===== config.mk =====
export PLATFORM = sky130hd
export DESIGN_NAME = led_matrix_scanner_flat
export DESIGN_NICKNAME = d
export VERILOG_FILES = /design/src/rtl/led_matrix_scanner_pkg.sv /design/src/rtl/led_matrix_scanner_if.sv /design/src/rtl/led_matrix_scanner_timer.sv /design/src/rtl/led_matrix_scanner.sv /design/src/flat_wrapper.sv
export SDC_FILE = /design/constraint.sdc
export NUM_CORES = 1
export LEC_CHECK = 0
export CELL_PAD_IN_SITES_DETAIL_PLACEMENT = 0
export CELL_PAD_IN_SITES_GLOBAL_PLACEMENT = 1
export CORE_MARGIN = 1
export CORE_UTILIZATION = 45
export DETAILED_ROUTE_END_ITERATION = 8
export PLACE_DENSITY = 0.76
export SYNTH_ARGS = -nofsm -noshare
export SYNTH_HDL_FRONTEND = slang
export SYNTH_SLANG_ARGS = --single-unit

===== constraint.sdc =====
create_clock -name clk -period 13.1 [get_ports clk]
set_input_delay 1.31 -clock clk [delete_from_list [all_inputs] [get_ports clk]]
set_output_delay 1.31 -clock clk [all_outputs]
set_load 0.02 [all_outputs]

===== src/rtl/led_matrix_scanner_pkg.sv =====
// Shared types and helpers for the LED matrix scanner.
// Contents:
//   scan_state_t          scan FSM state (IDLE / BLANK / DRIVE)
//   DEF_* / MAXB / *_AW   default geometry and the values derived from it
//   max_level(bw)         highest PWM level for a brightness width
//   addr_w(n)             address width for n entries (minimum 1)
//   pin_level(on, ah)     logical on/off mapped to a pin level
package led_matrix_pkg;

    typedef enum logic [1:0] {
        IDLE  = 2'd0,
        BLANK = 2'd1,
        DRIVE = 2'd2
    } scan_state_t;

    localparam int DEF_ROWS     = 6;
    localparam int DEF_COLS     = 6;
    localparam int DEF_BRIGHT_W = 3;

    localparam int MAXB   = (1 << DEF_BRIGHT_W) - 1;
    localparam int ROW_AW = $clog2(DEF_ROWS);
    localparam int COL_AW = $clog2(DEF_COLS);

    function automatic int max_level(input int bw);
        return (1 << bw) - 1;
    endfunction

    function automatic int addr_w(input int n);
        return (n < 2) ? 1 : $clog2(n);
    endfunction

    function automatic logic pin_level(input logic on, input bit active_high);
        return active_high ? on : ~on;
    endfunction

endpackage


===== src/rtl/led_matrix_scanner_if.sv =====
// Application-side bus of the LED matrix scanner: scan enable, pixel
// writes into the back buffer, swap request and the status pulses.
//   master: application logic (drives enable/writes/swap_req)
//   slave : the scanner (drives swap_pending/swap_done/frame_start)
interface led_matrix_scanner_if
    import led_matrix_pkg::*;
#(
    parameter int ROWS     = DEF_ROWS,
    parameter int COLS     = DEF_COLS,
    parameter int BRIGHT_W = DEF_BRIGHT_W
);

    logic                       enable;
    logic                       wr_en;
    logic [addr_w(ROWS)-1:0]    wr_row;
    logic [addr_w(COLS)-1:0]    wr_col;
    logic [BRIGHT_W-1:0]        wr_data;
    logic                       swap_req;
    logic                       swap_pending;
    logic                       swap_done;
    logic                       frame_start;

    modport master (
        output enable, wr_en, wr_row, wr_col, wr_data, swap_req,
        input  swap_pending, swap_done, frame_start
    );

    modport slave (
        input  enable, wr_en, wr_row, wr_col, wr_data, swap_req,
        output swap_pending, swap_done, frame_start
    );

endinterface


===== src/rtl/led_matrix_scanner_timer.sv =====
// Scan timing for the LED matrix: prescaler, slot counter, row index and
// the IDLE/BLANK/DRIVE sequencing.
//
//   state | meaning
//   IDLE  | scanning off, prescaler held at 0, all pins inactive
//   BLANK | dead-time at the start of a row, BLANK_SLOTS slots
//   DRIVE | current row asserted, PWM slot k = 0..MAXB-1
//
// Ports:
//   clk, rst     clock, async active-high reset
//   enable       scanning enabled; low returns to IDLE next cycle
//   phase        current FSM state
//   slot_tick    last prescaler cycle of the current slot
//   k            PWM slot index inside DRIVE
//   row          row being scanned
//   wrap         in the final drive slot of the final row (qualify with slot_tick)
//   frame_start  registered pulse on the first BLANK cycle of row 0
module led_scan_timer
    import led_matrix_pkg::*;
#(
    parameter int ROWS        = DEF_ROWS,
    parameter int BRIGHT_W    = DEF_BRIGHT_W,
    parameter int SCAN_DIV    = 1000,
    parameter int BLANK_SLOTS = 1
)(
    input  logic                    clk,
    input  logic                    rst,
    input  logic                    enable,
    output scan_state_t             phase,
    output logic                    slot_tick,
    output logic [BRIGHT_W-1:0]     k,
    output logic [addr_w(ROWS)-1:0] row,
    output logic                    wrap,
    output logic                    frame_start
);

    localparam int MAX_LVL  = max_level(BRIGHT_W);
    localparam int PRE_W    = addr_w(SCAN_DIV);
    localparam int SLOT_MAX = (BLANK_SLOTS > MAX_LVL) ? BLANK_SLOTS : MAX_LVL;
    localparam int SLOT_W   = addr_w(SLOT_MAX);
    localparam int ROW_W    = addr_w(ROWS);

    localparam logic [PRE_W-1:0]  PRE_LAST   = PRE_W'(SCAN_DIV - 1);
    localparam logic [SLOT_W-1:0] BLANK_LAST = SLOT_W'(BLANK_SLOTS - 1);
    localparam logic [SLOT_W-1:0] DRIVE_LAST = SLOT_W'(MAX_LVL - 1);
    localparam logic [ROW_W-1:0]  ROW_LAST   = ROW_W'(ROWS - 1);

    logic [PRE_W-1:0]  presc;
    logic [SLOT_W-1:0] slot;

    assign slot_tick = (phase != IDLE) && (presc == PRE_LAST);
    assign k         = slot[BRIGHT_W-1:0];
    assign wrap      = (phase == DRIVE) && (slot == DRIVE_LAST) && (row == ROW_LAST);

    always_ff @(posedge clk or posedge rst) begin
        if (rst) begin
            phase       <= IDLE;
            presc       <= '0;
            slot        <= '0;
            row         <= '0;
            frame_start <= 1'b0;
        end else begin
            frame_start <= 1'b0;
            if (!enable) begin
                phase <= IDLE;
                presc <= '0;
                slot  <= '0;
                row   <= '0;
            end else begin
                case (phase)
                    IDLE: begin
                        phase       <= BLANK;
                        presc       <= '0;
                        slot        <= '0;
                        row         <= '0;
                        frame_start <= 1'b1;
                    end
                    BLANK: begin
                        presc <= slot_tick ? '0 : presc + 1'b1;
                        if (slot_tick) begin
                            if (slot == BLANK_LAST) begin
                                phase <= DRIVE;
                                slot  <= '0;
                            end else begin
                                slot <= slot + 1'b1;
                            end
                        end
                    end
                    DRIVE: begin
                        presc <= slot_tick ? '0 : presc + 1'b1;
                        if (slot_tick) begin
                            if (slot == DRIVE_LAST) begin
                                phase <= BLANK;
                                slot  <= '0;
                                if (row == ROW_LAST) begin
                                    row         <= '0;
                                    frame_start <= 1'b1;
                                end else begin
                                    row <= row + 1'b1;
                                end
                            end else begin
                                slot <= slot + 1'b1;
                            end
                        end
                    end
                    default: phase <= IDLE;
                endcase
            end
        end
    end

endmodule


===== src/rtl/led_matrix_scanner.sv =====
// Row-multiplexed LED matrix driver with a double-buffered brightness
// frame buffer, PWM dimming per row slot and blanking between rows.
// Ports:
//   clk, rst   clock, async active-high reset
//   bus        application bus (slave side): enable, pixel writes,
//              swap_req in; swap_pending, swap_done, frame_start out
//   row_out    row drive pins, ROW_ACTIVE_HIGH selects polarity
//   col_out    column drive pins, COL_ACTIVE_HIGH selects polarity
module led_matrix_scanner
    import led_matrix_pkg::*;
#(
    parameter int ROWS            = DEF_ROWS,
    parameter int COLS            = DEF_COLS,
    parameter int BRIGHT_W        = DEF_BRIGHT_W,
    parameter int SCAN_DIV        = 1000,
    parameter int BLANK_SLOTS     = 1,
    parameter bit ROW_ACTIVE_HIGH = 1'b1,
    parameter bit COL_ACTIVE_HIGH = 1'b0
)(
    input  logic                 clk,
    input  logic                 rst,
    led_matrix_scanner_if.slave  bus,
    output logic [ROWS-1:0]      row_out,
    output logic [COLS-1:0]      col_out
);

    localparam logic ROW_OFF = pin_level(1'b0, ROW_ACTIVE_HIGH);
    localparam logic COL_OFF = pin_level(1'b0, COL_ACTIVE_HIGH);

    scan_state_t                phase;
    logic                       slot_tick;
    logic [BRIGHT_W-1:0]        k;
    logic [addr_w(ROWS)-1:0]    row;
    logic                       last_slot;
    logic                       frame_start;

    led_scan_timer #(
        .ROWS        (ROWS),
        .BRIGHT_W    (BRIGHT_W),
        .SCAN_DIV    (SCAN_DIV),
        .BLANK_SLOTS (BLANK_SLOTS)
    ) u_timer (
        .clk         (clk),
        .rst         (rst),
        .enable      (bus.enable),
        .phase       (phase),
        .slot_tick   (slot_tick),
        .k           (k),
        .row         (row),
        .wrap        (last_slot),
        .frame_start (frame_start)
    );

    assign bus.frame_start = frame_start;

    // Two pixel planes; front_sel names the one being displayed, the
    // other is the back buffer that application writes land in.
    logic [BRIGHT_W-1:0] fb0 [ROWS][COLS];
    logic [BRIGHT_W-1:0] fb1 [ROWS][COLS];
    logic                front_sel;
    logic                swap_pending;
    logic                swap_done;
    logic                wr_ok;
    logic                frame_wrap;
    logic                swap_apply;
    logic [COLS-1:0]     lit;

    assign wr_ok = bus.wr_en
                 && (int'(bus.wr_row) < ROWS)
                 && (int'(bus.wr_col) < COLS);

    always_ff @(posedge clk or posedge rst) begin
        if (rst) begin
            for (int r = 0; r < ROWS; r++) begin
                for (int c = 0; c < COLS; c++) begin
                    fb0[r][c] <= '0;
                    fb1[r][c] <= '0;
                end
            end
        end else if (wr_ok) begin
            if (front_sel)
                fb0[bus.wr_row][bus.wr_col] <= bus.wr_data;
            else
                fb1[bus.wr_row][bus.wr_col] <= bus.wr_data;
        end
    end

    // Swaps only take effect between frames so a frame is never torn; when
    // not scanning there is no frame to protect, so apply right away.
    assign frame_wrap = last_slot && slot_tick;
    assign swap_apply = swap_pending && (frame_wrap || (phase == IDLE));

    always_ff @(posedge clk or posedge rst) begin
        if (rst) begin
            front_sel    <= 1'b0;
            swap_pending <= 1'b0;
            swap_done    <= 1'b0;
        end else begin
            swap_done <= 1'b0;
            if (swap_apply) begin
                front_sel    <= ~front_sel;
                swap_pending <= 1'b0;
                swap_done    <= 1'b1;
            end else if (bus.swap_req) begin
                swap_pending <= 1'b1;
            end
        end
    end

    assign bus.swap_pending = swap_pending;
    assign bus.swap_done    = swap_done;

    // A column is lit for the first front[row][c] slots of the row, so
    // level 0 never lights and the top level lights every drive slot.
    always_comb begin
        lit = '0;
        for (int c = 0; c < COLS; c++) begin
            lit[c] = (k < (front_sel ? fb1[row][c] : fb0[row][c]));
        end
    end

    always_ff @(posedge clk or posedge rst) begin
        if (rst) begin
            row_out <= {ROWS{ROW_OFF}};
            col_out <= {COLS{COL_OFF}};
        end else if (phase == DRIVE) begin
            for (int r = 0; r < ROWS; r++) begin
                row_out[r] <= pin_level(int'(row) == r, ROW_ACTIVE_HIGH);
            end
            for (int c = 0; c < COLS; c++) begin
                col_out[c] <= pin_level(lit[c], COL_ACTIVE_HIGH);
            end
        end else begin
            row_out <= {ROWS{ROW_OFF}};
            col_out <= {COLS{COL_OFF}};
        end
    end

endmodule


===== src/flat_wrapper.sv =====
// flat-port wrapper written by rule: the top's interface ports become plain ports
module led_matrix_scanner_flat import led_matrix_pkg::*;
#(
    parameter int ROWS            = DEF_ROWS,
    parameter int COLS            = DEF_COLS,
    parameter int BRIGHT_W        = DEF_BRIGHT_W,
    parameter int SCAN_DIV        = 1000,
    parameter int BLANK_SLOTS     = 1,
    parameter bit ROW_ACTIVE_HIGH = 1'b1,
    parameter bit COL_ACTIVE_HIGH = 1'b0
)
  (clk, rst, row_out, col_out, bus_enable, bus_wr_en, bus_wr_row, bus_wr_col, bus_wr_data, bus_swap_req, bus_swap_pending, bus_swap_done, bus_frame_start);
  led_matrix_scanner_if #(.ROWS(ROWS), .COLS(COLS), .BRIGHT_W(BRIGHT_W)) bus_i ();
  input  logic clk;
  input  logic rst;
  output logic [ROWS-1:0] row_out;
  output logic [COLS-1:0] col_out;
  input wire logic [$bits(bus_i.enable)-1:0] bus_enable;
  input wire logic [$bits(bus_i.wr_en)-1:0] bus_wr_en;
  input wire logic [$bits(bus_i.wr_row)-1:0] bus_wr_row;
  input wire logic [$bits(bus_i.wr_col)-1:0] bus_wr_col;
  input wire logic [$bits(bus_i.wr_data)-1:0] bus_wr_data;
  input wire logic [$bits(bus_i.swap_req)-1:0] bus_swap_req;
  output wire logic [$bits(bus_i.swap_pending)-1:0] bus_swap_pending;
  output wire logic [$bits(bus_i.swap_done)-1:0] bus_swap_done;
  output wire logic [$bits(bus_i.frame_start)-1:0] bus_frame_start;
  assign bus_i.enable = bus_enable;
  assign bus_i.wr_en = bus_wr_en;
  assign bus_i.wr_row = bus_wr_row;
  assign bus_i.wr_col = bus_wr_col;
  assign bus_i.wr_data = bus_wr_data;
  assign bus_i.swap_req = bus_swap_req;
  assign bus_swap_pending = bus_i.swap_pending;
  assign bus_swap_done = bus_i.swap_done;
  assign bus_frame_start = bus_i.frame_start;
  led_matrix_scanner #(.ROWS(ROWS), .COLS(COLS), .BRIGHT_W(BRIGHT_W), .SCAN_DIV(SCAN_DIV), .BLANK_SLOTS(BLANK_SLOTS), .ROW_ACTIVE_HIGH(ROW_ACTIVE_HIGH), .COL_ACTIVE_HIGH(COL_ACTIVE_HIGH)) u_core (.clk(clk), .rst(rst), .bus(bus_i), .row_out(row_out), .col_out(col_out));
endmodule

==> flow_metrics.env <==
export IMPL_slew_violations=0
export IMPL_placementRows=60
export IMPL_routedWlPerCell_microns=22.2
export IMPL_fin_ws_ps=9710
export IMPL_io_pins=29
export IMPL_hold_viol_final=0
export IMPL_grt_pass1_wl_microns=48800
export IMPL_finClkSkew_ps=14.4
export IMPL_drv_cap=0
export IMPL_async_flop_share_pct=100
export IMPL_maxSlewHeadroom_pct=26.6
export IMPL_tns_ps=0
export IMPL_netlist_area_sq_um=12400
export IMPL_vias_per_cell=5.91
export IMPL_cts_root_buffer_cell="clkbuf_16"
export IMPL_period_share_pct=25.9
export IMPL_postSynthCellCount=997
export IMPL_initial_core_util_pct=45.8
export IMPL_die_height_microns=168
export IMPL_first_iter_violations=562
export IMPL_final_cell_mix="mux2_2, dfrtp_1, nand2_1"
export IMPL_num_vias=8071
export IMPL_crit_fanout=46
export IMPL_min_period_ps=3390
export IMPL_ys_types=61
export IMPL_die_area_sq_um=28100
export IMPL_fin_nets=1038
export IMPL_start_kind="register"
export IMPL_postCtsSetupBuffers=0
export IMPL_crit_path_top_delay_cell="dfrtp_4"
export IMPL_leakagePower_nw=6.22
export IMPL_grt_overflow_total=0
export IMPL_synth_top_cells_by_area="dfrtp_1, mux2_2, mux4_2"
export IMPL_antenna_left=0
export IMPL_syn_num_nets=1032
export IMPL_tightest_slew_ps=1090
export IMPL_drive_gt1_share_pct=34.3
export IMPL_ctsHoldBuffers=0
export IMPL_clkSinkCount=250
export IMPL_p_per_area_nw_per_um2=143
export IMPL_port_buffers=28
export IMPL_crit_buf_inv=1
export IMPL_multiInputGateArea_sq_um=5770
export IMPL_cp_arrival_ps=3770
export IMPL_diodes=0
export IMPL_clock_latency_ps=540
export IMPL_clk_pin_slew_ps=60
export IMPL_cts_buffer_depth=3
export IMPL_max_stage_delay_ps=820
export IMPL_fillers=2375
export IMPL_antenna_found_initial=0
export IMPL_first_pass_iters=5
export IMPL_grt_max_degree=116
export IMPL_synth_seq_cells=250
export IMPL_worst_path_dominant_cell_family="compound AO/OA/AOI/OAI gates"
export IMPL_die_x_microns=168
export IMPL_core_sq_um=27000
export IMPL_ys_warn_count=0
export IMPL_htreeDepth=1
export IMPL_cts_buffers=28
export IMPL_drc=0
export IMPL_synth_top_cell_area_share_pct=49.4
export IMPL_worstSetupEndpointType="register"
export IMPL_cts_tree="built"
export IMPL_required_ps=13490
export IMPL_synth_largest_area_cell="dfrtp_1"
export IMPL_ys_flop_type="dfrtp_1"
export IMPL_grt_util_all_layers_pct=22.3
export IMPL_crit_chain="buf_4 -> mux4_2 -> a221oi_1 -> a21o_1 -> ha_1 -> o21ai_0 -> a32oi_1"
export IMPL_hpwlAfterDp_microns=19300
export IMPL_cts_resized_gates=0
export IMPL_setup_violations=0
export IMPL_synth_edf_count=0
export IMPL_area_growth_pct=11.5
export IMPL_grt_pass1_vias=8567
export IMPL_pre_cts_ws_ps=9320
export IMPL_fmax_ghz=0.295
export IMPL_peakVddDrop_mv=0.132
export IMPL_place_congestion=0.814
export IMPL_critPathKind="reg2reg"
export IMPL_status="completed"
export IMPL_seq_area_frac_synth_pct=50.7
export IMPL_drt_wl_total_microns=30300
export IMPL_seq_area_sq_um=6270
export IMPL_rsz0062_at_grt="false"
export IMPL_holdCritPathClass="reg2reg"
export IMPL_synth_avg_cell_area_sq_um=12.4
-- cell usage after synthesis, drive strengths merged, types with 4 or more instances --
cell type / instances
a21o: 12
a21oi: 29
a221oi: 30
a22oi: 12
a31oi: 4
a32oi: 6
and2: 5
and3: 7
buf: 21
clkbuf: 43
dfrtp: 244
dfstp: 6
ha: 21
inv: 14
mux2: 242
mux2i: 13
mux4: 24
nand2: 96
nand2b: 4
nand3: 10
nand3b: 9
nand4: 4
nor2: 50
nor2b: 4
nor3: 14
o211ai: 7
o21ai: 34
o31ai: 4
-- area by class of cell --
type,instances,share of cell area [%]
inverter,15,0.463
clock inverter,10,0.381
multi-input combinational,668,41.9
tap,341,3.10
sequential,250,45.5
timing repair buffer,40,2.58
clock buffer,41,6.10
-- state kept, by name, indices dropped and copies added (netlist names) --
name,count
u_core.front_sel,1
u_core.u_timer.frame_start,1
u_core.fb0,108
u_core.bus.swap_done,1
u_core.bus.swap_pending,1
u_core.u_timer.phase,2
u_core.fb1,108
u_core.row_out,6
u_core.u_timer.k,3
u_core.u_timer.presc,10
u_core.u_timer.row,3
u_core.col_out,6
-- path summary, 6_finish.rpt --
path	from	endpoint	slack (ps)	cells after the start
setup / recovery	u_core.u_timer.row[0]$_DFFE_PP0P_	u_core.col_out[5]$_DFF_PP1_	9710	7
hold / removal	u_core.u_timer.presc[9]$_DFFE_PP0P_	u_core.u_timer.presc[9]$_DFFE_PP0P_	490	1
setup reg to reg	u_core.u_timer.row[0]$_DFFE_PP0P_	u_core.col_out[5]$_DFF_PP1_	9710	7
hold reg to reg	u_core.u_timer.presc[9]$_DFFE_PP0P_	u_core.u_timer.presc[9]$_DFFE_PP0P_	490	1
max in group asynchronous	rst	u_core.fb0[101]$_DFFE_PP0P_	10300	3
min in group asynchronous	rst	u_core.fb0[32]$_DFFE_PP0P_	1300	2
-- report_power, final --
part           total [mW]  switching, mW  internal [mW]  leakage, nW
logic               0.301          0.156          0.145         2.37
registers           0.908         0.0484          0.859         3.40
clock network       0.755          0.313          0.442        0.449
-- per-layer routing --
layer	up-vias	share of wire [%]	wire length, microns	GRT usage (%)
met3	40	4.2	1270	2.72
li1	3662	-	-	-
met1	4188	46	13800	31.1
met2	181	48	14600	37.1
met5	-	0	0	0
met4	0	2.0	593	5.58
-- cells by family (layout without fill, tap and decap cells) --
group                      Yosys count  in the layout  share of synthesized area, %
AOI/OAI and AO/OA                  151            151                          8.57
buffers and inverters               79            106                          2.59
muxes                              279            279                          27.5
and+or+nand+nor                    216            216                          8.47
adders and majority gates           21             21                          2.13
DFF                                250            250                          50.7
xor gates and xnor gates             1              1                        0.0709
-- through the flow --
step / utilization, % / instance area [sq um] / std cells / power, mW / hold WS, ps
2_1_floorplan: - / 12400 / 997 / 1.13 / 461
3_3_place_gp: 47.8 / 12900 / 1314 / 1.21 / 482
3_5_place_dp: 47.8 / 12900 / 1314 / 1.22 / 487
4_1_cts: 51.1 / 13800 / 1365 / 1.98 / 501
5_1_grt: 51.1 / 13800 / 1365 / 2.05 / 506
6_report: 51.1 / 13800 / 1365 / 1.96 / 493
Note: power is estimated with default switching activity, not from simulation.
